===== config.mk =====
export PLATFORM = sky130hd
export DESIGN_NAME = flick_conditioner
export DESIGN_NICKNAME = d
export VERILOG_FILES = /design/src/rtl/flick_conditioner.sv
export SDC_FILE = /design/constraint.sdc
export NUM_CORES = 1
export LEC_CHECK = 0
export ABC_AREA = 1
export CAP_MARGIN = 20
export CORE_MARGIN = 2
export CORE_UTILIZATION = 55
export CTS_CLUSTER_DIAMETER = 120
export DETAILED_ROUTE_END_ITERATION = 8
export PLACE_DENSITY_LB_ADDON = 0.25
export RECOVER_POWER = 25
export SLEW_MARGIN = 20
export SYNTH_ARGS = -nofsm -noshare
export SYNTH_HDL_FRONTEND = slang
export SYNTH_SLANG_ARGS = --single-unit

===== constraint.sdc =====
create_clock -name CLK -period 1.42 [get_ports CLK]
set_input_delay 0.142 -clock CLK [delete_from_list [all_inputs] [get_ports CLK]]
set_output_delay 0.142 -clock CLK [all_outputs]
set_load 0.05 [all_outputs]

===== src/rtl/flick_conditioner.sv =====
// flick_conditioner: push-button conditioner for the flasher.
// Synchronizes a bouncing button, debounces press and release, emits a
// single-cycle FLICK per accepted press and counts rejected bounces.
module flick_conditioner #(
    parameter int DEBOUNCE_CYCLES = 4,
    parameter int GLITCH_W        = 8
) (
    input  logic                CLK,
    input  logic                RST,
    input  logic                BTN_RAW,
    output logic                FLICK,
    output logic                PRESSED,
    output logic [GLITCH_W-1:0] GLITCH_CNT
);

    typedef enum logic [1:0] {
        IDLE,
        PRESS_WAIT,
        HELD,
        RELEASE_WAIT
    } state_t;

    localparam logic [15:0]         CNT_LAST   = 16'(DEBOUNCE_CYCLES - 1);
    localparam logic [GLITCH_W-1:0] GLITCH_ONE = GLITCH_W'(1);
    localparam logic [GLITCH_W-1:0] GLITCH_MAX = '1;

    logic [1:0]          sync_reg;
    logic [1:0]          sync_vld_reg;
    logic                btn_s;
    state_t              state_reg, state_next;
    logic [15:0]         cnt_reg, cnt_next;
    logic                flick_reg, flick_next;
    logic                pressed_reg, pressed_next;
    logic [GLITCH_W-1:0] glitch_reg, glitch_next;
    logic                glitch_inc;
    logic                armed_reg, armed_next;

    assign btn_s = sync_reg[1];

    // Two-flop synchronizer. sync_vld_reg tracks when btn_s holds a real
    // post-reset sample rather than the cleared reset value, so a button
    // held through reset is never mistaken for a release.
    always_ff @(posedge CLK) begin
        if (RST) begin
            sync_reg     <= '0;
            sync_vld_reg <= '0;
        end else begin
            sync_reg     <= {sync_reg[0], BTN_RAW};
            sync_vld_reg <= {sync_vld_reg[0], 1'b1};
        end
    end

    // State, counter and output registers; reset overrides everything.
    always_ff @(posedge CLK) begin
        if (RST) begin
            state_reg   <= IDLE;
            cnt_reg     <= '0;
            flick_reg   <= 1'b0;
            pressed_reg <= 1'b0;
            glitch_reg  <= '0;
            armed_reg   <= 1'b0;
        end else begin
            state_reg   <= state_next;
            cnt_reg     <= cnt_next;
            flick_reg   <= flick_next;
            pressed_reg <= pressed_next;
            glitch_reg  <= glitch_next;
            armed_reg   <= armed_next;
        end
    end

    // Debounce FSM: next state, counter, pulse and glitch bookkeeping.
    always_comb begin
        state_next = state_reg;
        cnt_next   = cnt_reg;
        flick_next = 1'b0;
        glitch_inc = 1'b0;
        armed_next = armed_reg | (sync_vld_reg[1] & ~btn_s);

        case (state_reg)
            IDLE: begin
                if (btn_s && armed_reg) begin
                    state_next = PRESS_WAIT;
                    cnt_next   = 16'd1;
                end
            end
            PRESS_WAIT: begin
                if (!btn_s) begin
                    state_next = IDLE;
                    cnt_next   = '0;
                    glitch_inc = 1'b1;
                end else if (cnt_reg == CNT_LAST) begin
                    state_next = HELD;
                    cnt_next   = '0;
                    flick_next = 1'b1;
                end else begin
                    cnt_next = cnt_reg + 16'd1;
                end
            end
            HELD: begin
                if (!btn_s) begin
                    state_next = RELEASE_WAIT;
                    cnt_next   = 16'd1;
                end
            end
            RELEASE_WAIT: begin
                if (btn_s) begin
                    state_next = HELD;
                    cnt_next   = '0;
                    glitch_inc = 1'b1;
                end else if (cnt_reg == CNT_LAST) begin
                    state_next = IDLE;
                    cnt_next   = '0;
                end else begin
                    cnt_next = cnt_reg + 16'd1;
                end
            end
            default: begin
                state_next = IDLE;
                cnt_next   = '0;
            end
        endcase

        pressed_next = (state_next == HELD) || (state_next == RELEASE_WAIT);
        glitch_next  = (glitch_inc && (glitch_reg != GLITCH_MAX))
                     ? glitch_reg + GLITCH_ONE : glitch_reg;
    end

    assign FLICK      = flick_reg;
    assign PRESSED    = pressed_reg;
    assign GLITCH_CNT = glitch_reg;

endmodule


==> results.py <==
metrics = {
    "outcome": {
        "status": "finished clean",
    },
    "synthesis": {
        "async_reset_ff_frac": 0,
        "synth_ff_type": "dfxtp_1",
        "synth_cell_type_count": 26,
        "yosys-top-cells-area": "dfxtp_1 (38%), nand2_1 (13%), nor2_1 (8.3%)",
        "avgSynthCellArea_um2": 6.87,
        "synth_top_area_share": 0.381,
        "syn_inst": 245,
        "synthTopCellsByCount": "nand2_1 (59), nor2_1 (37), dfxtp_1 (32), inv_1 (27), a21oi_1 (15)",
        "synth.most_common_cell": "nand2_1",
        "yosysTopAreaCell": "dfxtp_1",
        "ys_ff_latch": 32,
        "ys_warn_count": 0,
        "ys_seq_area_frac": 0.381,
        "synth-edff-count": 0,
        "syn_area_um2": 1680,
        "synth_fp_nets": 250,
    },
    "layout": {
        "fillers": 214,
        "area_growth_pct": 31.9,
        "final_layout_size_suffix_gt1_frac": 0.323,
        "stdcell_count": 315,
        "finalNetCount": 286,
        "fin_util": 0.745,
        "largest_reg_flops": 16,
        "antenna_cells": 0,
    },
    "floorplanning": {
        "die-area_um2": 3520,
        "start_util": 0.565,
        "die_w_um": 59.3,
        "ios": 13,
        "core_area_um2": 2980,
        "die_y_um": 59.3,
        "rows": 20,
    },
    "clocking": {
        "clk_pin_slew_ns": 0.10,
        "cts_num_sinks": 32,
        "cts_tree": "yes",
        "numCtsBuffers": 5,
        "cts_buffer_depth": 2,
        "clock_latency_ns": 0.34,
        "cts_max_level": 2,
        "cts-root-buf": "clkbuf_4",
    },
    "sta": {
        "drv_slew": 0,
        "post-route-period-util": 0.959,
        "slew_headroom": 0.530,
        "holdWs_ns": 0.312,
        "worstMarginPinSlew_ns": 0.705,
        "finalSetupViolCount": 0,
        "period_needed_ns": 1.36,
        "fin_worst_skew_ns": 0.0109,
        "hold_violations": 0,
        "fmax_mhz": 735,
        "rsz0062_at_grt": "true",
        "fin_setup_tns_ns": 0,
    },
    "power_and_ir_drop": {
        "combPwrFrac": 0.076,
        "internal-power_mw": 1.32,
        "irDropWorstVdd_uv": 574,
        "seqPwrFrac": 0.530,
        "p_sw_frac": 0.237,
        "pwr-share-clk": 0.394,
        "p_leak_nw": 0.885,
        "power.density_nw_per_um2": 780,
        "switchingPower_mw": 0.411,
    },
    "global_route": {
        "grt_pass1_vias": 1467,
        "antenna_found_initial": 0,
        "grt_pass1_wl_mm": 6.47,
        "grt_max_degree": 16,
        "grt.total_usage": 0.249,
        "grt_overflow_total": 0,
    },
    "worst_setup_path": {
        "r2r_start": "cnt_reg[2]$_SDFFE_PP0P_",
        "crit_path_max_fanout": 11,
        "critPathLaunchType": "flop",
        "crit_type": "reg2reg",
        "crit_arrival_ns": 1.58,
        "timing.rr.end": "cnt_reg[2]$_SDFFE_PP0P_",
        "rrSetupSlack_ns": 0.06,
        "reg2reg_depth": 10,
        "end_kind": "flop",
        "required_ns": 1.64,
    },
    "place": {
        "dp_hpwl_mm": 2.77,
        "dpl.cell_count": 302,
        "globalplace.congestion": 0.916,
        "io_buffers": 12,
    },
    "drt": {
        "vias_per_cell": 5.30,
        "vias": 1671,
        "routedWlPerCell_um": 12.4,
        "dr.pass1.iters": 5,
        "wl_mm": 3.91,
        "drc": 0,
        "drt_iter0_markers": 85,
        "detail-route-antenna-nets": 0,
    },
    "run": {
        "max_cap_viol_count": 0,
    },
    "worst_hold_path": {
        "min_path_cells": 3,
        "hold_end": "sync_reg[0]$_SDFF_PP0_",
        "min_from": "BTN_RAW",
        "min-delay-path-class": "in2reg",
    },
}
-- area by class of cell --
cell class,instances,area [µm²],area share
clock buffers,5,37.5,0.0169
clock inverters,3,37.5,0.0169
inverters,30,113,0.0507
multi-input cells,178,975,0.439
flip-flops and latches,32,673,0.303
well taps,33,41.3,0.0186
repair buffers,34,343,0.154
-- cells by family after synthesis --
group | synth area share
AO/OA/AOI/OAI | 0.100
XOR/XNOR | 0.0416
adder cells (fa/ha/maj) | 0.0149
buffers and inverters | 0.0915
flip-flops | 0.381
AND/OR/NAND/NOR | 0.371
-- power by group through the flow --
stage	sequential, mW	clock [mW]	combinational (mW)
5_1_grt	0.920	0.737	0.145
6_report	0.918	0.682	0.132
4_1_cts	0.921	0.688	0.130
3_5_place_dp	0.942	0	0.130
3_3_place_gp	0.941	0	0.128
2_1_floorplan	0.953	0	0.0645
-- metal layers --
metal  track usage  part of all wire  vias to the layer above
met5             0                 0                        -
met4         0.143             0.033                        0
met3        0.0546             0.046                       14
met2         0.361              0.47                       51
met1         0.338              0.46                      763
li1              -                 -                      843
-- cell usage in the layout (no fill, tap or decap), drive strengths merged --
cell type       n
dfxtp          32
nor3            7
xnor2           4
ha              2
buf            28
clkbuf          9
xor2            4
o22ai           1
nor2           47
o21bai          1
dlygate4sd3     1
nand3          13
o21ai          10
o2111ai         1
nand4           3
bufinv          1
clkinv          2
nand3b          1
a21oi          17
clkdlybuf4s50   1
inv            30
nand2          67
-- worst max-delay path, stage by stage, from the launching register on --
cell and delay, ns:
dfxtp_2 0.33, buf_4 0.14, nor2_1 0.10, nand2_1 0.08
nor2_2 0.12, nand2_1 0.09, nand2_2 0.08, nand2_2 0.06
nand2_2 0.08, buf_12 0.14, nor3_2 0.04
-- how the worst max path moves through the flow --
stage	start	endpoint	slack, ns	cells past startpoint
floorplan	GLITCH_CNT[0]$_SDFFE_PP0P_	GLITCH_CNT[1]$_SDFFE_PP0P_	0.04	8
global placement	cnt_reg[0]$_SDFFE_PP0P_	cnt_reg[2]$_SDFFE_PP0P_	0.09	9
detailed placement	cnt_reg[1]$_SDFFE_PP0P_	cnt_reg[12]$_SDFFE_PP0P_	-0.003	7
CTS	cnt_reg[0]$_SDFFE_PP0P_	cnt_reg[5]$_SDFFE_PP0P_	0.01	9
global route	cnt_reg[4]$_SDFFE_PP0P_	cnt_reg[15]$_SDFFE_PP0P_	-0.05	7
finish	cnt_reg[2]$_SDFFE_PP0P_	cnt_reg[2]$_SDFFE_PP0P_	0.06	10
-- per-stage QoR --
stage,setup slack (ns),total power [mW],area (µm²)
detailed placement,-0.00290,1.07,2020
floorplan,0.0365,1.02,1710
CTS,0.0116,1.74,2110
finish,0.0588,1.73,2220
global route,-0.0456,1.80,2220
global placement,0.0882,1.07,2020
-- timing repair --
action	in CTS	in global routing
resized for setup	4	27
hold endpoints to repair	0	0
endpoints found under the setup margin	3	23
pin swaps	0	7
hold buffers	0	0
buffers inserted	0	5
No activity file was read; power rests on OpenSTA's default activity.
